--- config.mk ---
export PLATFORM = sky130hd
export DESIGN_NAME = sync_send
export DESIGN_NICKNAME = d
export VERILOG_FILES = /design/src/rtl/sync_send.sv
export SDC_FILE = /design/constraint.sdc
export NUM_CORES = 1
export LEC_CHECK = 0
export BUFFER_PORTS_ARGS = -buffer_cell sky130_fd_sc_hd__clkbuf_2
export CORE_MARGIN = 4
export CORE_UTILIZATION = 51
export DETAILED_ROUTE_END_ITERATION = 12
export GPL_ROUTABILITY_DRIVEN = 0
export PLACE_DENSITY = 0.86
export SKIP_LAST_GASP = 1
export SLEW_MARGIN = 20
export SYNTH_ARGS = -nofsm -noshare
export SYNTH_HDL_FRONTEND = slang
export SYNTH_SLANG_ARGS = --single-unit
--- constraint.sdc ---
create_clock -name clk -period 1.8 [get_ports clk]
set_input_delay 0.36 -clock clk [delete_from_list [all_inputs] [get_ports clk]]
set_output_delay 0.36 -clock clk [all_outputs]
set_load 0.01 [all_outputs]
--- src/rtl/sync_send.sv ---
// Sync frame sender: copies FRAME_LEN bytes from the AFPGA read port into the
// link tx buffer, then requests transmission and waits for the link ack.
module sync_send #(
  parameter logic [22:0] BASE_ADDR = 23'h300002,
  parameter logic [11:0] FRAME_LEN = 12'd2048,
  parameter logic [15:0] ACK_TMO   = 16'hFFFF
) (
  input  logic        clk,
  input  logic        reset,
  input  logic        sync_send_en,
  input  logic [1:0]  sync_atob_en,
  input  logic [7:0]  slink_rd_data,
  input  logic        slink_tx_ack,
  output logic        slink_rd_en,
  output logic [22:0] slink_raddr,
  output logic        slink_tx_wen,
  output logic [10:0] slink_tx_address,
  output logic [7:0]  slink_tx_data,
  output logic        slink_tx_req,
  output logic        sync_send_busy,
  output logic        sync_send_done,
  output logic        sync_send_err
);

  localparam int RD_LAT = 2;

  typedef enum logic [2:0] {
    IDLE  = 3'd0,
    READ  = 3'd1,
    DRAIN = 3'd2,
    REQ   = 3'd3,
    DONE  = 3'd4
  } state_t;

  state_t        state_reg, state_next;
  logic [1:0]    en_sh_reg;
  logic [1:0]    atob_reg;
  logic          armed_reg;
  logic          go_reg;
  logic [11:0]   rd_idx_reg, rd_idx_next;
  logic [11:0]   wr_idx_reg;
  logic [15:0]   tmo_cnt_reg, tmo_cnt_next;
  logic          err_reg, err_next;
  logic          tx_wen_reg;
  logic [10:0]   tx_addr_reg;
  logic [7:0]    tx_data_reg;
  logic          in_frame;
  logic          abort;
  logic          rd_issue;
  logic          tmo_hit;
  logic [RD_LAT:0] vchain;

  // armed_reg only sets once en has been seen low, so an enable that is
  // already high when reset releases cannot masquerade as a rising edge.
  always_ff @(posedge clk or negedge reset) begin
    if (!reset) begin
      en_sh_reg <= 2'b00;
      atob_reg  <= 2'b00;
      armed_reg <= 1'b0;
      go_reg    <= 1'b0;
    end else begin
      en_sh_reg <= {en_sh_reg[0], sync_send_en};
      atob_reg  <= sync_atob_en;
      armed_reg <= armed_reg | ~sync_send_en;
      go_reg    <= (en_sh_reg == 2'b01) && (atob_reg == 2'b01) && armed_reg;
    end
  end

  assign in_frame = (state_reg == READ) || (state_reg == DRAIN) || (state_reg == REQ);
  assign abort    = in_frame && !sync_send_en;
  assign rd_issue = (state_reg == READ) && sync_send_en;
  assign tmo_hit  = (tmo_cnt_reg == ACK_TMO - 16'd1);

  always_ff @(posedge clk or negedge reset) begin
    if (!reset) begin
      state_reg   <= IDLE;
      rd_idx_reg  <= '0;
      tmo_cnt_reg <= '0;
      err_reg     <= 1'b0;
    end else begin
      state_reg   <= state_next;
      rd_idx_reg  <= rd_idx_next;
      tmo_cnt_reg <= tmo_cnt_next;
      err_reg     <= err_next;
    end
  end

  always_comb begin
    state_next   = state_reg;
    rd_idx_next  = rd_idx_reg;
    tmo_cnt_next = '0;
    err_next     = 1'b0;
    case (state_reg)
      IDLE: begin
        rd_idx_next = '0;
        if (go_reg) state_next = READ;
      end
      READ: begin
        if (abort) begin
          state_next = IDLE;
        end else begin
          rd_idx_next = rd_idx_reg + 12'd1;
          if (rd_idx_reg == FRAME_LEN - 12'd1) state_next = DRAIN;
        end
      end
      DRAIN: begin
        if (abort) state_next = IDLE;
        else if (wr_idx_reg == FRAME_LEN) state_next = REQ;
      end
      REQ: begin
        // ack takes priority over a timeout landing in the same cycle
        if (abort) begin
          state_next = IDLE;
        end else if (slink_tx_ack) begin
          state_next = DONE;
        end else if (tmo_hit) begin
          state_next = IDLE;
          err_next   = 1'b1;
        end else begin
          tmo_cnt_next = tmo_cnt_reg + 16'd1;
        end
      end
      DONE:    state_next = IDLE;
      default: state_next = IDLE;
    endcase
  end

  // Valid pipe matching the read-data latency of the AFPGA port.
  assign vchain[0] = rd_issue;
  genvar gi;
  generate
    for (gi = 0; gi < RD_LAT; gi++) begin : g_vpipe
      logic v_reg;
      always_ff @(posedge clk or negedge reset) begin
        if (!reset) v_reg <= 1'b0;
        else        v_reg <= vchain[gi] && !abort;
      end
      assign vchain[gi+1] = v_reg;
    end
  endgenerate

  always_ff @(posedge clk or negedge reset) begin
    if (!reset) begin
      wr_idx_reg  <= '0;
      tx_wen_reg  <= 1'b0;
      tx_addr_reg <= '0;
      tx_data_reg <= '0;
    end else begin
      tx_wen_reg <= vchain[RD_LAT] && !abort;
      if (state_reg == IDLE) begin
        wr_idx_reg <= '0;
      end else if (vchain[RD_LAT] && !abort) begin
        wr_idx_reg  <= wr_idx_reg + 12'd1;
        tx_addr_reg <= wr_idx_reg[10:0];
        tx_data_reg <= slink_rd_data;
      end
    end
  end

  assign slink_rd_en      = rd_issue;
  assign slink_raddr      = rd_issue ? (BASE_ADDR + {11'd0, rd_idx_reg}) : 23'd0;
  assign slink_tx_wen     = tx_wen_reg;
  assign slink_tx_address = tx_addr_reg;
  assign slink_tx_data    = tx_data_reg;
  assign slink_tx_req     = (state_reg == REQ) && sync_send_en;
  assign sync_send_busy   = (state_reg != IDLE);
  assign sync_send_done   = (state_reg == DONE);
  assign sync_send_err    = err_reg;

endmodule

Word level (Yosys, flattened, before mapping)
Cells that the tools add are included.

storage, ports and cells
  flip-flop bits (word level) = 72
  logic and storage cells = 76

operators by class
  $add $sub $neg = 4
  equal/unequal tests = 14
  muxes and demuxes = 22
  bitwise operators = 3
  reduce and logical (&&, ||, !) cells = 19

operator list
  operator                                          number
  2-to-1 mux 16 bit                                 4
  2-to-1 mux 12 bit                                 3
  adder 12 x 1 -> 12 bit (second input constant)    2
  2-to-1 mux 3 bit                                  8
  case mux 12 bit (2 select lines)                  1
  adder 22 x 12 -> 23 bit (first input constant)    1
  2-to-1 mux 23 bit                                 1
  adder 16 x 1 -> 16 bit (second input constant)    1
  == test 16 bit (second input constant)            1
  == test 12 x 11 -> 1 bit (second input constant)  1
  == test 12 bit (second input constant)            1
  case mux 3 bit (4 select lines)                   1
  logical AND 1 bit                                 8
  == test 3 x 2 -> 1 bit (second input constant)    2
  != test 3 x 2 -> 1 bit (second input constant)    2
  == test 2 x 1 -> 1 bit (second input constant)    2
  2-to-1 mux 1 bit                                  4
  != test 2 bit (second input constant)             2
  != test 4 bit (second input constant)             1
  AND reduction 2 bit                               2
  AND reduction 4 bit                               1
  nonzero test 2 bit                                2
  == test 3 x 1 -> 1 bit (second input constant)    1
  == test 3 bit (second input constant)             1
  6 further kinds                                   9

Longest topological paths before layout
Gate-level depths: netlist of run 1.

  depth after elaboration = 8
  mapped depth = 7
  mapped depth without buffers = 6

Least setup slack after synthesis of run 1
OpenSTA, ideal clock, no wires.

  path type = register -> register
  start point = register state_reg[2]
  end point = register tx_addr_reg[10] (netlist: slink_tx_address[10])
  library setup time = 0.127 ns
  arrival = 1.572 ns
  path slack = 0.101 ns
  cell stages (with the launch flop) = 8
  buffers on the path = 2
  clock period less this slack = 1.699 ns
  cells stage by stage = dfrtp_1 -> or2_0 -> buf_4 -> o21ai_4 -> inv_2 -> nand2_4 -> buf_6 -> mux2_1

on the way
  word-level cells in the longest chain between the ends = 7

RTL lines
  what                                                                     line  text
  start: declaration                                                       35    state_t state_reg, state_next;
  start signal: assignment                                                 81    state_reg <= state_next;
  == test 3 x 1 -> 1 bit / == test 3 x 2 -> 1 bit (equally long branches)  69    assign in_frame = (state_reg == READ) || (state_reg == DRAIN) || (state_reg == REQ);
  logical OR 1 bit (2 in series)                                           69
  logical AND 1 bit                                                        70    assign abort = in_frame && !sync_send_en;
  zero test 1 bit                                                          152   end else if (vchain[RD_LAT] && !abort) begin
  logical AND 1 bit                                                        152
  AND reduction 2 bit (no line) (*)                                        --
  end signal: assignment                                                   154   tx_addr_reg <= wr_idx_reg[10:0];
  end: declaration                                                         45    logic [10:0] tx_addr_reg;

Mark *: on every way between the ends. The rest lies on a longest branch, timed or not.
A chain may end at the register's enable or synchronous reset.

Final worst setup path of run 1
  start point = register rd_idx_reg[1]
  end point = output port slink_raddr[11]

on the way
  word-level cells in the longest chain between the ends = 2

RTL lines
  what                      line  text
  start: declaration        40    logic [11:0] rd_idx_reg, rd_idx_next;
  start signal: assignment  82    rd_idx_reg <= rd_idx_next;
  adder 22 x 12 -> 23 bit   161   assign slink_raddr = rd_issue ? (BASE_ADDR + {11'd0, rd_idx_reg}) : 23'd0;
  2-to-1 mux 23 bit         161
  end: declaration          15    output logic [22:0] slink_raddr,

No other way between the ends.

==> flow_metrics.tcl, run 1 <==
set metrics [dict create \
    outcome "complete, but fails checks" \
    violations "setup timing" \
    cts.sink_count 72 \
    initial_core_util 0.531 \
    finalMaxSlewViolations 0 \
    power.total_mw 4.41 \
    syn_area_sq_um 3620 \
    postLayoutSetupSlackWorst_ns -0.193 \
    fin_crit_ns 1.99 \
    grt_pass1_wl_um 13100 \
    final_net_count 468 \
    pin_count 62 \
    dr.first_iter.drc_count 217 \
    ys_seq_area_frac 0.497 \
    dr.pass1.iters 5 \
    r2r_end "slink_tx_address[4]$_DFFE_PN0P_" \
    drc 0 \
    slowest_delay_ns 0.41 \
    io_buffer_count 53 \
    gr-total-overflow 0 \
    synth_ff_type "dfrtp_1" \
    rows 30 \
    vdd_drop_max_mv 0.666 \
    antenna_found_initial 0 \
    viasPerCell 5.49 \
    synth_cell_types 58 \
    num_vias 3016 \
    drt-total-wl_um 9030 \
    root_buffer "clkbuf_8" \
    yosys_warnings 0 \
    setup_violations 36 \
    largest_reg_flops 16 \
    clock_path_buffers 2 \
    fin_setup_tns_ns -2.96 \
    p_per_area_nw_per_um2 925 \
    drv_cap 0 \
    die_area_sq_um 8520 \
    core_sq_um 6830 \
    grt_pass1_vias 2801 \
    end_kind "output port" \
    cts_tree "done" \
    wl_per_cell_um 16.4 \
    rr_startpoint "state_reg[2]$_DFFE_PN0P_" \
    area_growth_pct 31.5 \
    rsz0062_at_grt "yes" \
    ys_ff_latch 72 \
    htree_num_levels 3 \
    die_h_um 92.3 \
    required_ns 1.44 \
    reg2reg_depth 7 \
    skew_ns 0.0131 \
    crit_path_start_kind "register" \
    utilization 0.698 \
    path_cells "ha_2, and2_4, nor3b_4, xnor2_1, nor2_1, buf_2" \
    hold_viol 0 \
    grt_max_degree 73 \
    clock.fmax_ghz 0.502 \
    layout-drive-gt1-share 0.384 \
    dp_hpwl_um 5290 \
    grtUsageTotal 0.190 \
    async_flop_share 1.00 \
    ant_nets 0 \
    crit_type "reg2out" \
    syn_area_per_cell_sq_um 10.5 \
    cts_made_buffers 9 \
    power.leakage_nw 2.13 \
    critical_path_arrival_ns 1.63 \
    r2r_setup_slack_ns -0.11 \
    period_share 1.11 \
    syn_inst 346 \
    path_clk_slew_ns 0.08 \
    slowest_stage "dfrtp_1" \
    crit_path_max_fanout 5 \
    clock_latency_ns 0.36 \
    fp.dieW_um 92.3 \
    hold_path_class "in2async" \
    diodes 0 \
    hold_buffers 0 \
    synth_enable_flop_cells 0 \
]
==> Yosys cell counts (2+ instances only) <==
library cell,number,share of area
a21oi_1,17,0.023
ha_1,6,0.021
and3_1,5,0.0086
inv_1,11,0.011
o2111ai_1,2,0.0048
and2_1,5,0.0086
nand2b_1,2,0.0035
and4_1,3,0.0073
xor2_1,11,0.027
or3_4,2,0.0062
o211ai_1,2,0.0041
nor2_1,34,0.035
nand2_1,23,0.024
mux2_2,9,0.028
nand4b_1,2,0.0048
nand4_1,5,0.0086
nor3b_1,2,0.0041
xnor2_1,15,0.036
nor3_1,2,0.0028
o31ai_1,2,0.0041
a31oi_1,2,0.0035
buf_4,12,0.025
clkbuf_1,3,0.0031
o21ai_0,27,0.037
mux2_1,7,0.022
o21ai_4,2,0.0090
dfrtp_1,72,0.50
nand3_1,10,0.014
or3_1,15,0.026
nor4_1,8,0.014
==> cells by family (layout without fill, tap and decap cells) <==
| group | Yosys count | after routing | share of synthesized area |
|---|---|---|---|
| flops | 72 | 72 | 0.497 |
| compound gates | 61 | 61 | 0.104 |
| fa+ha+maj | 6 | 6 | 0.0207 |
| simple gates | 132 | 135 | 0.202 |
| xor+xnor | 26 | 26 | 0.0628 |
| mux | 16 | 16 | 0.0497 |
| other cells | 1 | 8 | 0.00103 |
| buf+inv | 32 | 129 | 0.0632 |
==> what timing repair did <==
item                       in CTS  in global routing
setup endpoints to repair      18                 46
pin swaps                      12                 18
gates cloned                    0                  3
buffers inserted               10                 11
resized for setup              29                 53
==> final cells by class <==
type / count / area, sq um
Multi-Input combinational cell: 252 / 1860
Sequential cell: 72 / 1810
Timing Repair Buffer: 101 / 746
Clock buffer: 11 / 151
Clock inverter: 5 / 31.3
Inverter: 12 / 55.1
Tap cell: 96 / 120
Fill cell: 480 / 2070
==> metrics by stage <==
step	hold slack (ns)	instance area [sq um]	worst slack (ns)	cells
floorplan	0.0644	3650	0.101	353
global placement	0.358	4090	0.0442	510
detailed placement	0.389	4090	-0.0202	510
CTS	0.0299	4470	-0.199	536
global route	0.0464	4770	-0.257	549
finish	0.00823	4770	-0.193	549
==> routing by layer <==
layer,global-route usage,part of all wire,vias to the layer above
li1,-,-,1415
met1,0.237,0.42,1483
met2,0.322,0.50,96
met3,0.0447,0.054,22
met4,0.0705,0.024,0
met5,0,0,-
==> placed cells by master, fill, tap and decap left out, types with 11 or more instances in the layout <==
cell type | Yosys | routed
or3_1 | 15 | 14
clkbuf_8 | 1 | 11
nand2_1 | 23 | 21
buf_4 | 12 | 35
xor2_1 | 11 | 11
clkbuf_2 | 0 | 39
a21oi_1 | 17 | 14
o21ai_0 | 27 | 27
xnor2_1 | 15 | 15
nor2_1 | 34 | 32
buf_6 | 1 | 14
dfrtp_1 | 72 | 69
==> power breakdown <==
| group | total, mW | switching (mW) | internal (mW) |
|---|---|---|---|
| clock network | 1.18 | 0.614 | 0.570 |
| registers | 1.85 | 0.0987 | 1.75 |
| logic | 1.38 | 0.773 | 0.604 |
==> critical path, delay by kind of cell (launching register included) <==
family	cells	cell delay [ns]
xor gates and xnor gates	1	0.11
adders and majority gates	1	0.20
buffers and inverters	1	0.14
DFF	1	0.41
and+or+nand+nor	3	0.43
==> worst max-delay path by stage <==
stage          slack (ns)                      start                          endpoint
6_report            -0.19  rd_idx_reg[1]$_DFFE_PN0P_                   slink_raddr[11]
3_5_place_dp        -0.02               sync_send_en         wr_idx_reg[6]$_DFFE_PN0P_
2_1_floorplan        0.10   state_reg[2]$_DFFE_PN0P_  slink_tx_address[10]$_DFFE_PN0P_
5_1_grt             -0.26  rd_idx_reg[3]$_DFFE_PN0P_                    slink_raddr[8]
3_3_place_gp         0.04               sync_send_en         wr_idx_reg[8]$_DFFE_PN0P_
4_1_cts             -0.20  rd_idx_reg[1]$_DFFE_PN0P_                   slink_raddr[11]
No activity file was read; power rests on OpenSTA's default activity.
==> run 2, diff against run 1 <==
Settings changed: ABC_AREA set to 1, CORE_UTILIZATION 51 to 45, PLACE_DENSITY 0.86 to 0.79.
==> run 2 against run 1 <==
Against the previous run:
- the run still ends with setup timing left
- clock skew down 0.0025 ns
- critical endpoint unchanged
- core utilization fell by 11 points
- global-route usage shrank 1.1 points
- count of clock-buffer cells in the layout decreased by 2
==> flow_metrics.tcl, run 2 <==
set metrics [dict create \
    violations "setup timing" \
    synth.most_common_cell "nand2_1" \
    die_h_um 97.6 \
    root_buffer "clkbuf_8" \
    hold_viol 0 \
    cts.sink_count 72 \
    final_common_cell "nand2_1" \
    grt_pass1_wl_um 14200 \
    rsz0062_at_grt "yes" \
    rr_startpoint "rd_idx_reg[1]$_DFFE_PN0P_" \
    n_fill_cell 695 \
    mostFrequentLayoutCells "109 x nand2_1, 71 x dfrtp_1, 59 x nor2_1" \
    grt_pass1_vias 3292 \
    dr.pass1.iters 4 \
    power.total_mw 4.58 \
    dr.first_iter.drc_count 163 \
    dpl.cell_count 624 \
    syn_area_per_cell_sq_um 7.80 \
    p_per_area_nw_per_um2 1010 \
    yosys_warnings 0 \
    p_sw_mw 1.53 \
    yosysTopAreaCell "dfrtp_1" \
    ant_nets 0 \
    io_buffer_count 53 \
    period_share 1.21 \
    syn_inst 463 \
    gr-total-overflow 0 \
    reg2reg_depth 9 \
    viasPerCell 5.00 \
    drt-total-wl_um 8520 \
    final_net_count 563 \
    sw_frac_of_total 0.333 \
    core_sq_um 7770 \
    cts_made_buffers 9 \
    synth_cell_types 31 \
    finalMaxSlewViolations 0 \
    area_growth_pct 25.3 \
    grtUsageTotal 0.180 \
    synth_top_area_share 0.499 \
    max_slew_margin 0.662 \
    crit_path_start_kind "register" \
    p_int_mw 3.05 \
    die_area_sq_um 9530 \
    layout-drive-gt1-share 0.232 \
    fp.dieW_um 97.6 \
    crit_type "reg2out" \
    synthTopCellsByCount "114 x nand2_1, 72 x dfrtp_1, 65 x nor2_1" \
    min_path_cells 1 \
    cts_tree "done" \
    cp-startpoint "rd_idx_reg[2]$_DFFE_PN0P_" \
    hp-start "sync_atob_en[1]" \
    crit_path_max_fanout 4 \
    postLayoutSetupSlackWorst_ns -0.373 \
    diodes 0 \
    largest_reg_flops 16 \
    dp_hpwl_um 5770 \
    clock_latency_ns 0.35 \
    initial_core_util 0.465 \
    outcome "complete, but fails checks" \
    ys_seq_area_frac 0.499 \
    worst_slew_pin_slew_ns 0.508 \
    share_seq_of_total_power 0.419 \
    r2r_setup_slack_ns 0.16 \
    grt_max_degree 30 \
    vdd_drop_max_mv 0.541 \
    combPwrFrac 0.273 \
    clock_path_buffers 2 \
    clock.fmax_ghz 0.460 \
    end_kind "output port" \
    critical_path_arrival_ns 1.81 \
    antenna_found_initial 0 \
    pin_count 62 \
    ys_ff_latch 72 \
    num_vias 3253 \
    synth_area_leaders "dfrtp_1 50%, nand2_1 12%, nor2_1 6.8%" \
    path_clk_slew_ns 0.08 \
    fin_crit_ns 2.17 \
    rows 32 \
    drv_cap 0 \
    drc 0 \
    syn_area_sq_um 3610 \
    wl_per_cell_um 13.1 \
    htree_num_levels 3 \
    hold_path_class "in2reg" \
    power.leakage_nw 2.23 \
    skew_ns 0.0106 \
    setup_violations 10 \
    required_ns 1.44 \
    power_frac_clock 0.307 \
    async_flop_share 1.00 \
    instances_no_fill 650 \
    synth_enable_flop_cells 0 \
    synth_ff_type "dfrtp_1" \
]
run 2: cell types whose count changed after synthesis, moves of 5 or more:
cell	previous run	this run
a21oi_1	17	23
and2_1	5	0
and3_1	5	0
inv_1	11	57
mux2_1	7	0
mux2_2	9	0
nand2_1	23	114
nand3_1	10	24
nor2_1	34	65
nor3_1	2	18
or3_1	15	0
xnor2_1	15	1
xor2_1	11	4
run 2: what timing repair did:
action                                  4_1_cts  5_1_grt
pin swaps                                     6        8
setup buffers                                 8        2
hold buffers                                  1        0
hold endpoints to repair                     18        0
endpoints found under the setup margin       14       20
gates resized for setup                      26       35
run 2: power by group through the flow:
stage	combinational, mW	clock, mW	sequential, mW
2_1_floorplan	0.640	0	1.99
3_3_place_gp	1.08	0	1.93
3_5_place_dp	1.11	0	1.94
4_1_cts	1.17	1.44	1.92
5_1_grt	1.39	1.53	1.95
6_report	1.25	1.41	1.92
run 2: cell type report:
cell class	count	area [sq um]	area share
inverter	59	229	0.0506
tap	102	128	0.0282
sequential	72	1800	0.398
clock buffer	9	124	0.0274
timing repair buffer	82	547	0.121
clock inverter	7	95.1	0.0210
multi-input combinational	319	1600	0.354
run 2: critical path, cell delays in order (launching register included):
cell and delay, ns:
dfrtp_1 0.41, ha_2 0.23, nand2_4 0.08, nor3_4 0.22, nand2_2 0.10, o21ai_2 0.13, nand2_1 0.07, nor2_1 0.08
buf_2 0.13
run 2: final timing paths:
| check | end |
|---|---|
| worst max-delay path | slink_raddr[11] |
| worst min-delay path | atob_reg[1]$_DFF_PN0_ |
| worst max register to register | rd_idx_reg[10]$_DFFE_PN0P_ |
| worst min register to register | en_sh_reg[1]$_DFF_PN0_ |
| max in group asynchronous | wr_idx_reg[11]$_DFFE_PN0P_ |
| min in group asynchronous | rd_idx_reg[10]$_DFFE_PN0P_ |
run 2: per-stage QoR:
stage / util / instance area, sq um / setup TNS, ns / setup WS (ns) / hold slack, ns
floorplan: - / 3640 / 0 / 0.0772 / 0.0644
global placement: 0.522 / 4050 / 0 / 0.0786 / 0.350
detailed placement: 0.522 / 4050 / 0 / 0.0600 / 0.355
CTS: 0.571 / 4430 / -1.63 / -0.269 / 0.0999
global route: 0.583 / 4530 / -3.29 / -0.460 / 0.0986
finish: 0.583 / 4530 / -2.23 / -0.373 / 0.116
run 2: routing by layer:
layer,vias to the layer above,wire length (um),track usage,part of all wire
met5,-,0,0,0
met1,1528,3590,0.213,0.42
met2,93,4430,0.313,0.52
met3,13,396,0.0431,0.046
li1,1619,-,-,-
met4,0,99,0.0703,0.012
run 2: logic make-up (layout without fill, tap and decap cells):
group	after synthesis	in the layout	synth area share
simple gates	236	236	0.272
buf+inv	79	157	0.0990
flops	72	72	0.499
compound gates	64	64	0.0963
fa+ha+maj	6	6	0.0208
xor+xnor	5	5	0.0121
other cells	1	8	0.00104
==> run 3, diff against run 2 <==
Settings changed: ABC_AREA 1 to not set.
==> run 3 against run 2 <==
Against the previous run:
- the flow still finishes with violations (setup timing)
- design area grew 5.0%
- die area is 0.29% higher
- via count decreased by 7.7%
- sequential power down 4%
- first-iteration DRC count is 14% lower
- non-clock buffer count increased by 25
- register-to-register slack got worse by 0.19 ns
- count of clock-buffer cells in the layout rose by 4
- fmax rose by 8.0%
- sequential share of layout area fell by 1.9 points
- core utilization grew 2.9 points
- wire length increased by 2.2%
- critical path type unchanged
- highest routed layer unchanged
==> flow_metrics.tcl, run 3 (synthesis gave the netlist of run 1 again) <==
set metrics [dict create \
    dr.pass1.iters 5 \
    path_clk_slew_ns 0.07 \
    grt_pass1_vias 3033 \
    postLayoutSetupSlackWorst_ns -0.212 \
    instances_no_fill 560 \
    die_area_sq_um 9560 \
    dp_hpwl_um 5620 \
    r2r_setup_slack_ns -0.03 \
    hold_viol 0 \
    slowest_stage "dfrtp_1" \
    cts_tree "done" \
    multi_input_area_sq_um 1810 \
    fin_crit_ns 2.01 \
    utilization 0.612 \
    seq_area_sq_um 1800 \
    reg2reg_depth 6 \
    fp.dieW_um 97.8 \
    cpLargestDelayFamily "flip-flops" \
    cp_num_buf_inv 1 \
    clock.fmax_ghz 0.497 \
    gr-total-overflow 0 \
    required_ns 1.44 \
    finalMaxSlewViolations 0 \
    power.total_mw 4.38 \
    vdd_drop_max_mv 0.629 \
    path_cells "ha_2, and2_4, nor3b_2, xnor2_1, nor2_1, buf_2" \
    hold_buffers 0 \
    dr.first_iter.drc_count 140 \
    cts_made_buffers 9 \
    io_buffer_count 53 \
    antenna_found_initial 0 \
    drc 0 \
    pin_count 62 \
    clock_latency_ns 0.35 \
    largest_reg_flops 16 \
    num_vias 3001 \
    drt-total-wl_um 8710 \
    worst_slew_pin_slew_ns 0.583 \
    viasPerCell 5.36 \
    initial_core_util 0.467 \
    grtUsageTotal 0.180 \
    crit_type "reg2out" \
    period_share 1.12 \
    mostFrequentLayoutCells "72 x dfrtp_1, 41 x clkbuf_2, 41 x buf_4" \
    r2r_end "rd_idx_reg[10]$_DFFE_PN0P_" \
    area_growth_pct 31.2 \
    slowest_delay_ns 0.40 \
    cts.sink_count 72 \
    core_sq_um 7770 \
    n_fill_cell 620 \
    die_h_um 97.8 \
    drv_cap 0 \
    ant_nets 0 \
    dpl.cell_count 519 \
    root_buffer "clkbuf_8" \
    outcome "complete, but fails checks" \
    grt_pass1_wl_um 14200 \
    htree_num_levels 3 \
    diodes 0 \
    max_slew_margin 0.611 \
    rr_startpoint "state_reg[1]$_DFFE_PN0P_" \
    hold_path_class "in2async" \
    crit_path_start_kind "register" \
    final_net_count 473 \
    power.leakage_nw 2.14 \
    p_per_area_nw_per_um2 921 \
    grt_max_degree 34 \
    clock_path_buffers 2 \
    layout-drive-gt1-share 0.371 \
    end_kind "output port" \
    final_common_cell "dfrtp_1" \
    rsz0062_at_grt "yes" \
    wl_per_cell_um 15.6 \
    crit_path_max_fanout 5 \
    setup_violations 17 \
    violations "setup timing" \
    rows 32 \
    critical_path_arrival_ns 1.65 \
    skew_ns 0.00965 \
]
-- run 3: layout make-up --
| type | count | area share |
|---|---|---|
| Clock buffer | 13 | 0.0334 |
| Tap cell | 102 | 0.0268 |
| Inverter | 12 | 0.0105 |
| Sequential cell | 72 | 0.379 |
| Multi-Input combinational cell | 251 | 0.380 |
| Timing Repair Buffer | 107 | 0.162 |
| Clock inverter | 3 | 0.00842 |
-- run 3: power by group --
group          total [mW]  switching [mW]  internal, mW
registers            1.84          0.0876          1.75
logic                1.27           0.737         0.530
clock network        1.27           0.562         0.712
-- run 3: metal layers --
layer | GRT usage | part of all wire
met5 | 0 | 0
met4 | 0.0852 | 0.026
met2 | 0.299 | 0.50
met3 | 0.0371 | 0.047
met1 | 0.224 | 0.42
-- run 3: worst reg2reg max path, stage by stage (launching register included) --
cell and delay, ns:
dfrtp_1 0.41, buf_6 0.14, or2_4 0.27, buf_6 0.12, or3_4 0.37, or3_4 0.33, a21oi_2 0.12
-- run 3: per-stage QoR --
stage | hold WS, ns | area (sq um) | TNS, ns | setup slack, ns
after floorplan | 0.0644 | 3650 | 0 | 0.101
after global placement | 0.363 | 4130 | 0 | 0.0257
after detailed placement | 0.373 | 4130 | -0.480 | -0.0483
after CTS | 0.0160 | 4550 | -1.22 | -0.206
after global routing | 0.0311 | 4750 | -3.32 | -0.300
final | 0.00817 | 4750 | -1.74 | -0.212
-- run 3: worst max-delay path by stage --
stage	from	to	cells after the start
floorplan	state_reg[2]$_DFFE_PN0P_	slink_tx_address[10]$_DFFE_PN0P_	7
global placement	sync_send_en	slink_tx_data[0]$_DFFE_PN0P_	6
detailed placement	sync_send_en	slink_tx_data[5]$_DFFE_PN0P_	6
CTS	rd_idx_reg[1]$_DFFE_PN0P_	slink_raddr[11]	6
global route	rd_idx_reg[6]$_DFFE_PN0P_	slink_raddr[11]	6
finish	rd_idx_reg[1]$_DFFE_PN0P_	slink_raddr[11]	6
-- run 3: what timing repair did --
action                     CTS  global route
hold endpoints to repair     0             0
gates resized for setup     29            37
setup endpoints to repair   28            39
buffers inserted            12            11
gates cloned                 1             2
pin swaps                    9            11
